==> src/rtl/video_pkg.sv <==
// Shared constants, FSM state type and VRAM address helper for the text console.
package video_pkg;

  localparam int unsigned TXT_COLS = 30;
  localparam int unsigned TXT_ROWS = 17;
  localparam int unsigned POS_W    = 5;
  localparam int unsigned ADDR_W   = 10;
  localparam int unsigned DATA_W   = 16;

  localparam logic [7:0] CC_CR = 8'h0D;
  localparam logic [7:0] CC_LF = 8'h0A;
  localparam logic [7:0] CC_BS = 8'h08;
  localparam logic [7:0] CC_FF = 8'h0C;

  localparam logic [7:0] CHR_BLANK  = 8'h20;
  localparam logic [7:0] CHR_CURSOR = 8'h5F;

  typedef enum logic [2:0] {
    ST_CLR_SCR,
    ST_IDLE,
    ST_WR_CHR,
    ST_CLR_LINE,
    ST_CUR_DRAW
  } state_t;

  function automatic logic [ADDR_W-1:0] vram_addr(input logic [POS_W-1:0] row,
                                                  input logic [POS_W-1:0] col);
    return {row, col};
  endfunction

endpackage

==> src/rtl/console_cursor.sv <==
// Cursor row/column registers with advance, backspace, carriage return,
// newline (row wrap) and home commands; o_wrap_c flags the last column.
module console_cursor
  import video_pkg::*;
#(
  parameter int unsigned COLS = TXT_COLS,
  parameter int unsigned ROWS = TXT_ROWS
) (
  input  logic             i_clk,
  input  logic             i_rst,
  input  logic             i_adv,
  input  logic             i_back,
  input  logic             i_cr,
  input  logic             i_nl,
  input  logic             i_home,
  output logic [POS_W-1:0] o_row,
  output logic [POS_W-1:0] o_col,
  output logic             o_wrap_c
);

  logic [POS_W-1:0] r_row;
  logic [POS_W-1:0] r_col;
  logic [POS_W-1:0] w_row_next;

  assign o_row      = r_row;
  assign o_col      = r_col;
  assign o_wrap_c   = (r_col == POS_W'(COLS - 1));
  assign w_row_next = (r_row == POS_W'(ROWS - 1)) ? '0 : r_row + POS_W'(1);

  // Commands are mutually exclusive in practice; home wins over the rest.
  always_ff @(posedge i_clk or posedge i_rst) begin
    if (i_rst) begin
      r_row <= '0;
      r_col <= '0;
    end else if (i_home) begin
      r_row <= '0;
      r_col <= '0;
    end else if (i_adv) begin
      if (o_wrap_c) begin
        r_col <= '0;
        r_row <= w_row_next;
      end else begin
        r_col <= r_col + POS_W'(1);
      end
    end else if (i_back) begin
      if (r_col != '0) r_col <= r_col - POS_W'(1);
    end else if (i_cr) begin
      r_col <= '0;
    end else if (i_nl) begin
      r_row <= w_row_next;
    end
  end

endmodule

==> src/rtl/text_console.sv <==
// Byte-stream text console driving the 30x17 text card VRAM write port.
// Optional blinking cursor cell enabled by defining TEXT_CONSOLE_CURSOR_EN.
module text_console
  import video_pkg::*;
#(
  parameter int unsigned COLS      = TXT_COLS,
  parameter int unsigned ROWS      = TXT_ROWS,
  parameter logic [7:0]  DEF_ATTR  = 8'h07,
  parameter logic [7:0]  BLANK_CHR = CHR_BLANK
) (
  input  logic              clk_i,
  input  logic              rst_i,
  input  logic [7:0]        chr_i,
  input  logic              chr_valid_i,
  output logic              chr_ready_o,
  input  logic [7:0]        attr_i,
  output logic              vram_cea_o,
  output logic [ADDR_W-1:0] vram_ada_o,
  output logic [DATA_W-1:0] vram_din_o,
  output logic [POS_W-1:0]  cur_row_o,
  output logic [POS_W-1:0]  cur_col_o,
  output logic              busy_o
);

`ifdef TEXT_CONSOLE_CURSOR_EN
  localparam bit CUR_EN = 1'b1;
`else
  localparam bit CUR_EN = 1'b0;
`endif

  localparam logic [ADDR_W-1:0] SCR_LAST  = ADDR_W'(ROWS * 32 - 1);
  localparam logic [POS_W-1:0]  LINE_LAST = POS_W'(COLS - 1);

  state_t              r_state;
  logic [ADDR_W-1:0]   r_cnt;
  logic [7:0]          r_attr;
  logic                r_ready;
  logic                r_busy;
  logic                r_cea;
  logic [ADDR_W-1:0]   r_ada;
  logic [DATA_W-1:0]   r_din;

  logic                w_accept;
  logic                w_printable;
  logic                w_home;
  logic                w_wrap;
  logic [POS_W-1:0]    w_row;
  logic [POS_W-1:0]    w_col;

  assign w_accept    = (r_state == ST_IDLE) && r_ready && chr_valid_i;
  assign w_printable = (chr_i >= 8'h20) && (chr_i <= 8'h7E);
  assign w_home      = (r_state == ST_CLR_SCR) && (r_cnt == SCR_LAST);

  console_cursor #(
    .COLS (COLS),
    .ROWS (ROWS)
  ) u_cursor (
    .i_clk    (clk_i),
    .i_rst    (rst_i),
    .i_adv    (w_accept && w_printable),
    .i_back   (w_accept && (chr_i == CC_BS)),
    .i_cr     (w_accept && (chr_i == CC_CR)),
    .i_nl     (w_accept && (chr_i == CC_LF)),
    .i_home   (w_home),
    .o_row    (w_row),
    .o_col    (w_col),
    .o_wrap_c (w_wrap)
  );

  assign chr_ready_o = r_ready;
  assign busy_o      = r_busy;
  assign vram_cea_o  = r_cea;
  assign vram_ada_o  = r_ada;
  assign vram_din_o  = r_din;
  assign cur_row_o   = w_row;
  assign cur_col_o   = w_col;

  // Clears finish into IDLE with ready low; IDLE raises ready and drops busy one cycle later.
  always_ff @(posedge clk_i or posedge rst_i) begin
    if (rst_i) begin
      r_state <= ST_CLR_SCR;
      r_cnt   <= '0;
      r_attr  <= DEF_ATTR;
      r_ready <= 1'b0;
      r_busy  <= 1'b1;
      r_cea   <= 1'b0;
      r_ada   <= '0;
      r_din   <= '0;
    end else begin
      r_cea <= 1'b0;
      case (r_state)
        ST_CLR_SCR: begin
          r_cea <= 1'b1;
          r_ada <= r_cnt;
          r_din <= {r_attr, BLANK_CHR};
          r_cnt <= r_cnt + ADDR_W'(1);
          if (r_cnt == SCR_LAST) begin
            r_cnt   <= '0;
            r_state <= CUR_EN ? ST_CUR_DRAW : ST_IDLE;
          end
        end
        ST_IDLE: begin
          if (!r_ready) begin
            r_ready <= 1'b1;
            r_busy  <= 1'b0;
          end else if (chr_valid_i) begin
            r_ready <= 1'b0;
            r_attr  <= attr_i;
            if (w_printable) begin
              r_cea <= 1'b1;
              r_ada <= vram_addr(w_row, w_col);
              r_din <= {attr_i, chr_i};
              if (w_wrap) begin
                r_busy  <= 1'b1;
                r_cnt   <= '0;
                r_state <= ST_CLR_LINE;
              end else begin
                r_state <= ST_WR_CHR;
              end
            end else if (chr_i == CC_FF) begin
              r_busy  <= 1'b1;
              r_cnt   <= '0;
              r_state <= ST_CLR_SCR;
            end else if ((chr_i == CC_LF) || (chr_i == CC_CR) || (chr_i == CC_BS)) begin
              if (CUR_EN) begin
                r_cea <= 1'b1;
                r_ada <= vram_addr(w_row, w_col);
                r_din <= {attr_i, BLANK_CHR};
              end
              if (chr_i == CC_LF) begin
                r_busy  <= 1'b1;
                r_cnt   <= '0;
                r_state <= ST_CLR_LINE;
              end else if (CUR_EN) begin
                r_state <= ST_CUR_DRAW;
              end
            end
          end
        end
        ST_WR_CHR: begin
          if (CUR_EN) begin
            r_state <= ST_CUR_DRAW;
          end else begin
            r_ready <= 1'b1;
            r_state <= ST_IDLE;
          end
        end
        ST_CLR_LINE: begin
          r_cea <= 1'b1;
          r_ada <= vram_addr(w_row, r_cnt[POS_W-1:0]);
          r_din <= {r_attr, BLANK_CHR};
          r_cnt <= r_cnt + ADDR_W'(1);
          if (r_cnt[POS_W-1:0] == LINE_LAST) begin
            r_cnt   <= '0;
            r_state <= CUR_EN ? ST_CUR_DRAW : ST_IDLE;
          end
        end
        ST_CUR_DRAW: begin
          r_cea   <= 1'b1;
          r_ada   <= vram_addr(w_row, w_col);
          r_din   <= {1'b1, r_attr[6:0], CHR_CURSOR};
          r_ready <= 1'b1;
          r_busy  <= 1'b0;
          r_state <= ST_IDLE;
        end
        default: r_state <= ST_CLR_SCR;
      endcase
    end
  end

endmodule
==> config.mk <==
export PLATFORM = sky130hd
export DESIGN_NAME = text_console
export DESIGN_NICKNAME = d
export VERILOG_FILES = /design/src/rtl/video_pkg.sv /design/src/rtl/console_cursor.sv /design/src/rtl/text_console.sv
export SDC_FILE = /design/constraint.sdc
export NUM_CORES = 1
export LEC_CHECK = 0
export BUFFER_PORTS_ARGS = -buffer_cell sky130_fd_sc_hd__buf_2
export CAP_MARGIN = 20
export CORE_AREA = 2 2 93 86
export DETAILED_ROUTE_END_ITERATION = 10
export DIE_AREA = 0 0 95 88
export GPL_TIMING_DRIVEN = 0
export PLACE_DENSITY = 0.75
export RECOVER_POWER = 50
export REMOVE_ABC_BUFFERS = 1
export SLEW_MARGIN = 10
export SYNTH_ARGS = -nofsm -noshare
export SYNTH_HDL_FRONTEND = slang
export SYNTH_HIERARCHICAL = 1
export SYNTH_SLANG_ARGS = --single-unit
==> constraint.sdc <==
create_clock -name clk_i -period 3.2 [get_ports clk_i]
set_input_delay 0.16 -clock clk_i [delete_from_list [all_inputs] [get_ports clk_i]]
set_output_delay 0.16 -clock clk_i [all_outputs]
set_load 0.02 [all_outputs]
=== Word level (Yosys, flattened, before mapping) ===
Index checks and enable logic that the tools add are counted.

* Register bits: 60
* Input port bits: 19
* Output and inout port bits: 39

* Reduce and logical (&&, ||, !) cells: 30
* $add $sub $neg: 4
* Eq/ne operators: 28
* Multiplexer cells: 56
* Order comparisons: 2

{| class="wikitable"
|+ Operators with widths
! cell !! number
|-
| 10-bit 2-to-1 mux || 12
|-
| 5-bit 2-to-1 mux || 13
|-
| 16-bit 2-to-1 mux || 3
|-
| 16-bit one-hot mux with 3 select lines || 1
|-
| 10-bit one-hot mux with 4 select lines || 1
|-
| 8-bit by 4-bit equality test with 1-bit output, second input constant || 4
|-
| 10-bit one-hot mux with 3 select lines || 1
|-
| 3-bit 2-to-1 mux || 8
|-
| 5-bit equality test, second input constant || 3
|-
| 1-bit 2-to-1 mux || 13
|-
| 3-bit one-hot mux with 4 select lines || 1
|-
| 4-bit AND reduction || 3
|-
| 6-bit AND reduction || 2
|-
| 10-bit by 1-bit adder with 10-bit output, second input constant || 1
|-
| 5-bit by 1-bit adder with 5-bit output, second input constant || 2
|-
| 10-bit equality test, second input constant || 1
|-
| 5-bit by 3-bit != test with 1-bit output, second input constant || 2
|-
| 3-bit by 2-bit != test with 1-bit output, second input constant || 3
|-
| 3-bit nonzero test || 3
|-
| 8-bit by 6-bit greater-or-equal comparator with 1-bit output, second input constant || 1
|-
| 8-bit by 7-bit less-or-equal comparator with 1-bit output, second input constant || 1
|-
| 1-bit logical AND || 8
|-
| 2-bit != test, second input constant || 4
|-
| 4-bit by 2-bit != test with 1-bit output, second input constant || 2
|-
| other kinds (18) || 27
|}

=== Depth between registers and ports, before layout ===
Gate-level depths: netlist of the first run.

* Depth in word-level cells: 9
* Gate-level depth with buffers: 11

=== By module ===
Netlist of the first run, hierarchy kept.

{| class="wikitable"
|+ Modules (own cells, without submodules)
! module !! area each (um2) !! cells an instance !! instances
|-
| text_console || 2492.4 || 241 || 1
|-
| console_cursor || 773.2 || 85 || 1
|}

=== Worst setup path after synthesis of the first run ===
Ideal clock, no wire load.

* Path type: register -> register
* From: reg r_state[1]
* To: reg u_cursor.r_col[2] (netlist: u_cursor/o_col[2])
* Required time: 3.078 ns
* Clock period less this slack: 2.621 ns
* Data arrival time: 2.499 ns
* Cell stages (with the launch flop): 11
* Slack: 0.579 ns
* Buffers on the path: 3
* Cell sequence: dfrtp_1 -> inv_1 -> ha_1 -> buf_2 -> nand3_1 -> buf_1 -> nor4_1 -> nand2b_1 -> clkbuf_1 -> o311a_4 -> a32o_1

* Cells in the longest elaborated chain, start to end: 7
* Elaborated cells on any way between the ends: 14
* Those cells by class: eq/ne: 2; mux: 3; reduce/logical: 9

{| class="wikitable"
|+ RTL lines
! item !! line !! source
|-
| start, declared || text_console.sv:34 || <nowiki>state_t r_state;</nowiki>
|-
| start signal, assigned || text_console.sv:99 || <nowiki>r_state <= CUR_EN ? ST_CUR_DRAW : ST_IDLE;</nowiki>
|-
| start signal, assigned || text_console.sv:155 || <nowiki>r_state <= CUR_EN ? ST_CUR_DRAW : ST_IDLE;</nowiki>
|-
| 3-bit by 1-bit equality test with 1-bit output || text_console.sv:50 || <nowiki>assign w_accept = (r_state == ST_IDLE) && r_ready && chr_valid_i;</nowiki>
|-
| 1-bit logical AND (2 in series) || text_console.sv:50 ||
|-
| 1-bit logical AND || text_console.sv:61 || <nowiki>.i_back (w_accept && (chr_i == CC_BS)),</nowiki>
|-
| 5-bit 2-to-1 mux || console_cursor.sv:45 || <nowiki>end else if (i_back) begin</nowiki>
|-
| 5-bit 2-to-1 mux || console_cursor.sv:38 || <nowiki>end else if (i_adv) begin</nowiki>
|-
| 5-bit 2-to-1 mux || console_cursor.sv:35 || <nowiki>end else if (i_home) begin</nowiki>
|-
| end signal, assigned || console_cursor.sv:43 || <nowiki>r_col <= r_col + POS_W'(1);</nowiki>
|-
| end signal, assigned || console_cursor.sv:46 || <nowiki>if (r_col != '0) r_col <= r_col - POS_W'(1);</nowiki>
|-
| end, declared || console_cursor.sv:22 || <nowiki>logic [POS_W-1:0] r_col;</nowiki>
|}

Parallel ways exist; a longest one is shown, timed or not.
A chain may end at the register's enable or synchronous reset.

=== Final worst setup path of the first run ===
* From: reg r_state[0]
* To: reg u_cursor.r_row[4] (netlist: u_cursor/o_row[4])

* Cells in the longest elaborated chain, start to end: 6
* Elaborated cells on any way between the ends: 16
* Those cells by class: eq/ne: 4; mux: 2; reduce/logical: 10

{| class="wikitable"
|+ RTL lines
! item !! line !! source
|-
| 3-bit by 1-bit equality test with 1-bit output || text_console.sv:50 ||
|-
| 1-bit logical AND (2 in series) || text_console.sv:50 ||
|-
| 1-bit logical AND, on equally long branches || n/a ||
|-
| 3-bit by 2-bit != test with 1-bit output (no source line) (tied with other cells) || n/a ||
|-
| 4-bit AND reduction (no source line) / 5-bit 2-to-1 mux (equally long branches) || n/a ||
|-
| end signal, assigned || console_cursor.sv:41 || <nowiki>r_row <= w_row_next;</nowiki>
|-
| end signal, assigned || console_cursor.sv:50 || <nowiki>r_row <= w_row_next;</nowiki>
|-
| end, declared || console_cursor.sv:21 || <nowiki>logic [POS_W-1:0] r_row;</nowiki>
|}

Parallel ways exist; a longest one is shown, timed or not.

==> impl_metrics.yaml, run 1 <==
cells_and_area:
  instances_no_fill: 488
  insertedDiodeCount: 0
  finalInstanceArea_um2: 3840
  final_net_count: 417
  seqCellArea_um2: 1480
  post_layout_util_pct: 52.0
  area_used_by_multi_input_combinational_logic_um2: 1690
  drive_above_1_share_pct: 22.7
  area.growth.synth_to_final_pct: 17.7
  filler_cell_count_in_the_final_layout: 666
timing:
  setup_slack_ps: 408
  slew_viol_final: 0
  finalHoldViolCount: 0
  final.period_utilization_pct: 87.2
  clock_skew_ps: 11.9
  rsz0062_at_grt: "false"
  fin_crit_ps: 2790
  maxClockFrequency_mhz: 358
  setup-violations-final: 0
  fin_hold_ws_ps: 71.6
  slew_headroom_pct: 5.50
  tightest_slew_ps: 1420
power_and_ir_drop:
  pwr-share-comb_pct: 45.3
  p_switching_mw: 1.43
  peakVddDrop_v: 0.000429
  clk_pwr_share_pct: 18.0
  powerDensity_nw_per_um2: 861
  power_report.internal_total_mw: 1.88
  p_leak_nw: 1.73
  share_seq_of_total_power_pct: 36.6
  switching_share_pct: 43.1
route:
  count_of_unresolved_drc_violations_after_routing: 0
  dr.pass1.iters: 4
  antenna_left: 0
  route.detailed.vias_per_inst: 5.59
  detail_route.wl_per_cell_um: 15.3
  finalWirelength_mm: 7.48
  route.vias.total: 2728
  detailedRoute.firstIterationViolations: 156
placed_design:
  placement.setup.worst_slack_ps: -675
  place.gp.congestion: 0.851
  detailed_place_hpwl_mm: 5.38
  cell_count_after_placement: 468
  placedInstanceArea_um2: 3640
  port_buffers: 57
setup_path:
  critPathCaptureType: "flip-flop"
  timing.critical_path.cells: "ha_2 > nand3_4 > nor4_4 > nor3_1 > a221oi_2 > or3_4 > o31ai_2"
  r2r_end: "u_cursor/o_row[4]"
  worst_path_maximum_fanout: 18
  worstRegToRegCells: 7
  cp.buffers_inverters: 0
  cp_slowest_stage_delay_ps: 540
  r2r_start: "r_state[0]"
  timing.critical_path.from_type: "flip-flop"
  crit_family: "simple AND/OR/NAND/NOR gates"
  setup.worst_path.start: "r_state[0]"
  criticalPathCategory: "reg2reg"
  worstPathRequired_ps: 3420
  slowest_stage: "sky130_fd_sc_hd__a221oi_2"
  reg2reg_setup_slack_ps: 410
  critPathArrivalTime_ps: 3020
logic_synthesis:
  yosysUniqueCellTypes: 67
  postSynthCellCount: 326
  synth_top_area_cell: "sky130_fd_sc_hd__dfrtp_1"
  edff_count_synth: 0
  netlist_top_cells_area: "sky130_fd_sc_hd__dfrtp_1, sky130_fd_sc_hd__ha_1, sky130_fd_sc_hd__nor2_1"
  ys_warn_count: 6
  post_synth.cell_area_avg_um2: 10.0
  async_reset_ff_share_pct: 100
  ys.flop_type: "sky130_fd_sc_hd__dfrtp_1"
  seq_area_frac_synth_pct: 45.4
  synthesis.area_um2: 3270
  synth_largest_type_area_fraction_pct: 42.1
  yosys_register_bits: 59
global_route:
  groute.usage.overall_pct: 19.7
  antenna_violations_before_repair: 0
  grt_max_degree: 27
  globalRoute.totalOverflow: 0
  grt_pass1_wl_mm: 12.8
  via_count_of_the_first_global_routing_pass: 2702
floorplanning:
  pin_count: 58
  die-width_um: 95
  core_outline_area_um2: 7390
  row_count: 30
  fp.dieArea_um2: 8360
  height_of_the_die_um: 88
  initial_core_util_pct: 44.2
min_path:
  worst_hold_startpoint: "attr_i[2]"
  hold_end: "r_attr[2]"
  hold_depth: 2
  hold_path_class: "in2reg"
status:
  run_status: "finished clean"
flow_run:
  max_cap_violations: 0
cts:
  clkLatencyLatePin_ps: 340
  max-clock-path-buffers: 2
  cts_num_sinks: 59
  cts_tree: "yes"
  cts.reportedPaths.clkPinSlew_ps: 70
  ctsRootBufferMaster: "sky130_fd_sc_hd__clkbuf_8"
  cts_made_buffers: 9
  htree_levels: 3
cells in the final DEF, fill, tap and decap left out, drive strengths merged, types with 3 or more instances in the layout:
cell type / instances
buf: 38
nor3: 5
nand4: 4
nor2b: 6
o31ai: 3
clkinv: 4
inv: 19
dfrtp: 55
nor3b: 3
nand2b: 4
nand2: 14
o211ai: 4
clkbuf: 36
a22o: 14
a22oi: 6
a21oi: 25
dfstp: 4
nand3: 10
nor4: 6
ha: 11
or3: 3
o21ai: 20
nor2: 36
and3: 3
mux2i: 11
a32o: 3
mux2: 10
timing repair:
item / 4_1_cts / 5_1_grt
gates cloned: 0 / 0
endpoints found under the hold margin: 33 / 0
hold buffers: 1 / 0
gates resized for setup: 5 / 3
buffers inserted: 0 / 3
endpoints found under the setup margin: 17 / 9
cells in the mapped netlist, drive strengths merged, types with 4 or more instances:
library cell and number:
a22o 14, inv 19, nand2b 4, dfrtp 55, mux2 10, nand3 10, nor3 5, o21ai 20
nor4 6, nand4 4, buf 5, o211ai 4, clkbuf 9, a21oi 25, nor2 36, ha 11
nand2 14, nor2b 6, dfstp 4, a22oi 6, mux2i 11
worst max-delay path by stage:
stage,endpoint,cells past startpoint
3_5_place_dp,u_cursor/o_row[2],7
4_1_cts,u_cursor/o_row[2],7
3_3_place_gp,u_cursor/o_row[2],7
5_1_grt,u_cursor/o_row[2],7
6_report,u_cursor/o_row[4],7
2_1_floorplan,u_cursor/o_col[2],7
metal layers:
metal,GRT usage [%],part of all wire [%],vias up,routed length (µm)
li1,-,-,1325,-
met1,24.7,45,1350,3360
met2,33.4,51,41,3780
met3,4.13,2.8,12,211
met4,7.77,1.7,0,128
met5,0,0,-,0
kinds of logic (layout without fill, tap and decap cells):
kind of cell               after synthesis  in the layout  synth area share, %
AOI/OAI and AO/OA                       96             96                 22.0
xor gates and xnor gates                 1              1                0.268
adders and majority gates               11             11                 4.21
buffers and inverters                   34            100                 4.25
DFF                                     59             59                 45.4
muxes                                   21             21                 6.93
and+or+nand+nor                        104            104                 17.0
registers in the layout, summed over array words and instances (netlist names), 2 cells and up:
register,count
r_cnt,10
u_cursor/o_row,5
vram_ada_o,10
r_attr,8
vram_din_o,16
r_state,2
u_cursor/o_col,5
cell type report:
| class | instances | area share [%] |
|---|---|---|
| Timing Repair Buffer | 64 | 7.97 |
| Sequential cell | 59 | 38.5 |
| Tap cell | 96 | 3.12 |
| Multi-Input combinational cell | 233 | 43.9 |
| Inverter | 20 | 1.99 |
| Clock buffer | 11 | 3.68 |
| Clock inverter | 5 | 0.781 |
worst reg2reg max path: cells and delay by family (launching register included):
kind | cells | cell delay, ps
and+or+nand+nor | 4 | 1050
AOI/OAI and AO/OA | 2 | 600
DFF | 1 | 530
adders and majority gates | 1 | 490
power groups by stage:
stage	clock [mW]	sequential (mW)	combinational, mW
2_1_floorplan	0	1.40	0.889
3_3_place_gp	0	1.21	1.46
3_5_place_dp	0	1.21	1.52
4_1_cts	0.616	1.21	1.53
5_1_grt	0.655	1.25	1.66
6_report	0.597	1.21	1.50
stage by stage:
stage / TNS (ps) / total power, mW
floorplan: 0 / 2.28
global placement: -6650 / 2.66
detailed placement: -7130 / 2.74
CTS: 0 / 3.36
global route: 0 / 3.57
finish: 0 / 3.31
Power figures use the tool's default switching activity.
==> run 2, diff against run 1 <==
==> constraint.sdc (replaced) <==
create_clock -name clk_i -period 3.2 [get_ports clk_i]
set_input_delay 0.16 -clock clk_i [delete_from_list [all_inputs] [get_ports clk_i]]
set_output_delay 0.16 -clock clk_i [all_outputs]
set_load 0.005 [all_outputs]
==> run 2 against run 1 <==
Against the previous run: maximum frequency increased by 0.39%; cell area grew 0.55%; sequential power about the same; clock skew about the same; sequential share of layout area fell by 0.21 points; utilization grew 0.29 points; critical endpoint unchanged; highest routed layer unchanged.
==> impl_metrics.yaml, run 2 (same netlist as run 1, synthesis figures left out) <==
setup_path:
  critPathCaptureType: "flip-flop"
  r2r_start: "r_state[0]"
  cp_slowest_stage_delay_ps: 530
  crit_family: "simple AND/OR/NAND/NOR gates"
  setup.worst_path.start: "r_state[0]"
  worst_path_maximum_fanout: 18
  timing.critical_path.from_type: "flip-flop"
  criticalPathCategory: "reg2reg"
  critPathArrivalTime_ps: 3000
  cp.buffers_inverters: 0
  slowest_stage: "sky130_fd_sc_hd__dfrtp_1"
  worstPathRequired_ps: 3420
  timing.critical_path.cells: "ha_2 > nand3_4 > nor4_4 > nor3_1 > a221oi_2 > or3_4 > o31ai_2"
global_route:
  grt_most_used_layer: "met2"
  grt_util_met1_pct: 24.7
  via_count_of_the_first_global_routing_pass: 2702
  met2_usage_pct: 33.4
  groute.usage.overall_pct: 19.7
  grt_max_degree: 27
  grt_use_met3_pct: 4.13
  antenna_violations_before_repair: 0
  globalRoute.totalOverflow: 0
  grt_pass1_wl_mm: 12.8
cts:
  max-clock-path-buffers: 2
  cts.reportedPaths.clkPinSlew_ps: 70
  cts_made_buffers: 9
  clkLatencyLatePin_ps: 340
  htree_levels: 3
  ctsRootBufferMaster: "sky130_fd_sc_hd__clkbuf_8"
  cts_tree: "yes"
  cts_num_sinks: 59
route:
  antenna_left: 0
  dr.pass1.iters: 5
  detailedRoute.firstIterationViolations: 144
  finalWirelength_mm: 7.46
  detail_route.wl_per_cell_um: 15.3
  route.detailed.vias_per_inst: 5.62
  count_of_unresolved_drc_violations_after_routing: 0
  route.vias.total: 2743
cells_and_area:
  area.growth.synth_to_final_pct: 18.4
  seqCellArea_um2: 1480
  number_of_flip_flops_in_the_largest_register: 16
  post_layout_util_pct: 52.3
  drive_above_1_share_pct: 27.0
  leading_cell_type_in_the_layout_fill_and_taps_excluded: "sky130_fd_sc_hd__dfrtp_1"
  insertedDiodeCount: 0
  area_used_by_multi_input_combinational_logic_um2: 1690
  final_net_count: 417
  filler_cell_count_in_the_final_layout: 660
  mostFrequentLayoutCells: "sky130_fd_sc_hd__dfrtp_1, sky130_fd_sc_hd__buf_2, sky130_fd_sc_hd__nor2_1, sky130_fd_sc_hd__a21oi_1, sky130_fd_sc_hd__inv_1"
placed_design:
  place.gp.congestion: 0.851
  detailed_place_hpwl_mm: 5.38
  port_buffers: 57
floorplanning:
  height_of_the_die_um: 88
  fp.dieArea_um2: 8360
  core_outline_area_um2: 7390
  die-width_um: 95
  row_count: 30
  initial_core_util_pct: 44.2
  pin_count: 58
timing:
  clock_skew_ps: 12.1
  slew_viol_final: 0
  finalHoldViolCount: 0
  fin_crit_ps: 2780
  rsz0062_at_grt: "false"
  finalSetupTns_ps: 0
  maxClockFrequency_mhz: 360
  final.period_utilization_pct: 86.9
  setup-violations-final: 0
  tightest_slew_ps: 1410
  slew_headroom_pct: 6.11
power_and_ir_drop:
  peakVddDrop_v: 0.000420
  powerDensity_nw_per_um2: 809
  p_leak_nw: 1.78
min_path:
  hold_path_class: "in2reg"
  worst_hold_startpoint: "attr_i[2]"
status:
  run_status: "finished clean"
flow_run:
  max_cap_violations: 0
## run 2: metrics by stage
step	power [mW]	instance area [µm²]	hold slack (ps)	worst slack [ps]	std cells
floorplan	2.09	3200	0.178	127	312
global placement	2.46	3610	154	-614	465
detailed placement	2.53	3640	162	-675	468
CTS	3.15	3850	51.5	174	485
global route	3.39	3870	63.4	176	488
finish	3.13	3870	73.3	419	488
## run 2: routing by layer
metal / up-vias / routed length (µm)
met1: 1361 / 3310
li1: 1328 / -
met5: - / 0
met4: 0 / 119
met2: 43 / 3790
met3: 11 / 244
## run 2: timing repair
action / 4_1_cts / 5_1_grt
hold endpoints to repair: 33 / 0
resized for setup: 5 / 3
hold buffers: 1 / 0
buffers inserted: 0 / 3
setup endpoints to repair: 17 / 9
## run 2: cell type report
class / instances / area share (%)
Inverter: 20 / 1.97
Clock inverter: 5 / 0.777
Tap cell: 96 / 3.11
Sequential cell: 59 / 38.3
Timing Repair Buffer: 64 / 8.48
Multi-Input combinational cell: 233 / 43.7
Clock buffer: 11 / 3.66
## run 2: worst paths after layout
check	cells after the start	end	slack, ps
worst max register to register	7	u_cursor/o_row[4]	420
max in group asynchronous	4	vram_din_o[11]	860
worst min register to register	1	r_attr[7]	510
worst min-delay path	2	r_attr[2]	70
min in group asynchronous	3	u_cursor/o_row[1]	320
worst max-delay path	7	u_cursor/o_row[4]	420
## run 2: where the power goes
group	internal [mW]	switching [mW]
clock	0.298	0.297
sequential	1.02	0.191
combinational	0.592	0.732
==> run 3, diff against run 2 <==
==> constraint.sdc (replaced) <==
create_clock -name clk_i -period 3.5 [get_ports clk_i]
set_input_delay 0.175 -clock clk_i [delete_from_list [all_inputs] [get_ports clk_i]]
set_output_delay 0.175 -clock clk_i [all_outputs]
set_load 0.005 [all_outputs]
==> run 3 against run 2 <==
Against the previous run: cell count is 0.61% lower; sequential share of layout area grew 0.45 points; count of clock-buffer cells in the layout unchanged; register-to-register slack gained 40 ps; die area is the same; sequential power decreased by 9%; largest power group unchanged; wire length fell by 0.91%; combinational power is 9.8% lower.
==> impl_metrics.yaml, run 3 (same netlist as run 1, synthesis figures left out) <==
cts:
  max-clock-path-buffers: 2
  cts.reportedPaths.clkPinSlew_ps: 70
  htree_levels: 3
  cts_tree: "yes"
  cts_num_sinks: 59
  cts_made_buffers: 9
  clkLatencyLatePin_ps: 340
  ctsRootBufferMaster: "sky130_fd_sc_hd__clkbuf_8"
route:
  detailedRoute.firstIterationViolations: 149
  route.vias.total: 2724
  antenna_left: 0
  route.detailed.vias_per_inst: 5.62
  count_of_unresolved_drc_violations_after_routing: 0
  detail_route.wl_per_cell_um: 15.2
  finalWirelength_mm: 7.39
  dr.pass1.iters: 5
timing:
  tightest_slew_ps: 1410
  finalHoldViolCount: 0
  fin_crit_ps: 3040
  setup-violations-final: 0
  rsz0062_at_grt: "false"
  maxClockFrequency_mhz: 329
  final.period_utilization_pct: 86.8
  setup_slack_ps: 461
  clock_skew_ps: 11.0
  slew_viol_final: 0
  slew_headroom_pct: 5.85
placed_design:
  detailed_place_hpwl_mm: 5.38
  cell_count_after_placement: 468
  port_buffers: 57
  place.gp.congestion: 0.851
  placement.setup.worst_slack_ps: -375
power_and_ir_drop:
  powerDensity_nw_per_um2: 744
  share_seq_of_total_power_pct: 38.8
  p_total_mw: 2.84
  power_report.internal_total_mw: 1.73
  switching_share_pct: 39.0
  p_leak_nw: 1.76
  p_switching_mw: 1.11
  peakVddDrop_v: 0.000384
  pwr-share-comb_pct: 42.0
  clk_pwr_share_pct: 19.2
floorplanning:
  pin_count: 58
  die-width_um: 95
  initial_core_util_pct: 44.2
  fp.dieArea_um2: 8360
  height_of_the_die_um: 88
  core_outline_area_um2: 7390
  row_count: 30
setup_path:
  worstPathRequired_ps: 3710
  criticalPathCategory: "reg2reg"
  setup.worst_path.start: "r_state[0]"
  r2r_start: "r_state[0]"
  timing.critical_path.from_type: "flip-flop"
  critPathArrivalTime_ps: 3250
  slowest_stage: "sky130_fd_sc_hd__dfrtp_1"
  worst_path_maximum_fanout: 18
  cp_slowest_stage_delay_ps: 530
  critPathCaptureType: "flip-flop"
  timing.critical_path.cells: "ha_2 > nand3_2 > nor4_2 > nand2b_1 > o311a_4 > a32o_1"
flow_run:
  max_cap_violations: 0
cells_and_area:
  post_layout_util_pct: 51.7
  leading_cell_type_in_the_layout_fill_and_taps_excluded: "sky130_fd_sc_hd__dfrtp_1"
  mostFrequentLayoutCells: "sky130_fd_sc_hd__dfrtp_1, sky130_fd_sc_hd__buf_2, sky130_fd_sc_hd__nor2_1, sky130_fd_sc_hd__a21oi_1, sky130_fd_sc_hd__inv_1"
  area.growth.synth_to_final_pct: 17.0
  seqCellArea_um2: 1480
  insertedDiodeCount: 0
  number_of_flip_flops_in_the_largest_register: 16
  instances_no_fill: 485
  final_net_count: 414
  filler_cell_count_in_the_final_layout: 665
  drive_above_1_share_pct: 26.2
  area_used_by_multi_input_combinational_logic_um2: 1670
global_route:
  groute.usage.overall_pct: 19.7
  antenna_violations_before_repair: 0
  via_count_of_the_first_global_routing_pass: 2702
  globalRoute.totalOverflow: 0
  grt_max_degree: 27
  grt_pass1_wl_mm: 12.8
status:
  run_status: "finished clean"
min_path:
  worst_hold_startpoint: "chr_i[3]"
  hold_path_class: "in2reg"
## run 3: final timing paths
kind / end / slack (ps) / cells past startpoint
setup / recovery: u_cursor/o_col[2] / 460 / 6
hold / removal: vram_din_o[3] / 90 / 2
setup reg to reg: u_cursor/o_col[2] / 460 / 6
hold reg to reg: r_attr[7] / 510 / 1
max in group asynchronous: vram_din_o[11] / 1140 / 4
min in group asynchronous: u_cursor/o_row[1] / 330 / 3
## run 3: final cells by class
type                            instances  area share (%)
Timing Repair Buffer                   61            7.99
Tap cell                               96            3.14
Clock buffer                           11            3.70
Inverter                               20            2.00
Multi-Input combinational cell        233            43.6
Clock inverter                          5           0.786
Sequential cell                        59            38.8
## run 3: power groups by stage
| stage | Combinational [mW] | Clock [mW] | Sequential [mW] |
|---|---|---|---|
| floorplan | 0.814 | 0 | 1.10 |
| CTS | 1.21 | 0.563 | 1.10 |
| finish | 1.19 | 0.545 | 1.10 |
| global route | 1.34 | 0.599 | 1.14 |
| global placement | 1.15 | 0 | 1.10 |
| detailed placement | 1.21 | 0 | 1.11 |
## run 3: metrics by stage
stage                     TNS [ps]  hold slack, ps  area (µm²)
after floorplan                  0            15.2        3200
after global placement       -2220             169        3610
after detailed placement     -2840             177        3640
after CTS                        0            66.5        3840
after global routing             0            78.4        3820
final                            0            86.1        3820
## run 3: per-layer routing
| metal | part of all wire [%] | track usage, % | vias up |
|---|---|---|---|
| met2 | 51 | 33.4 | 46 |
| li1 | - | - | 1319 |
| met1 | 45 | 24.7 | 1349 |
| met5 | 0 | 0 | - |
| met3 | 3.2 | 4.13 | 10 |
| met4 | 1.6 | 7.77 | 0 |
## run 3: what timing repair did
action | 4_1_cts | 5_1_grt
endpoints found under the setup margin | 10 | 8
gates cloned | 0 | 0
hold buffers | 1 | 0
hold endpoints to repair | 33 | 0
pin swaps | 0 | 0
gates resized for setup | 4 | 1
setup buffers | 0 | 0
## run 3: critical path, delay by kind of cell, from the launching register on
| family | cells | cell delay (ps) |
|---|---|---|
| fa+ha+maj | 1 | 470 |
| compound gates | 2 | 660 |
| flops | 1 | 530 |
| simple gates | 3 | 1240 |
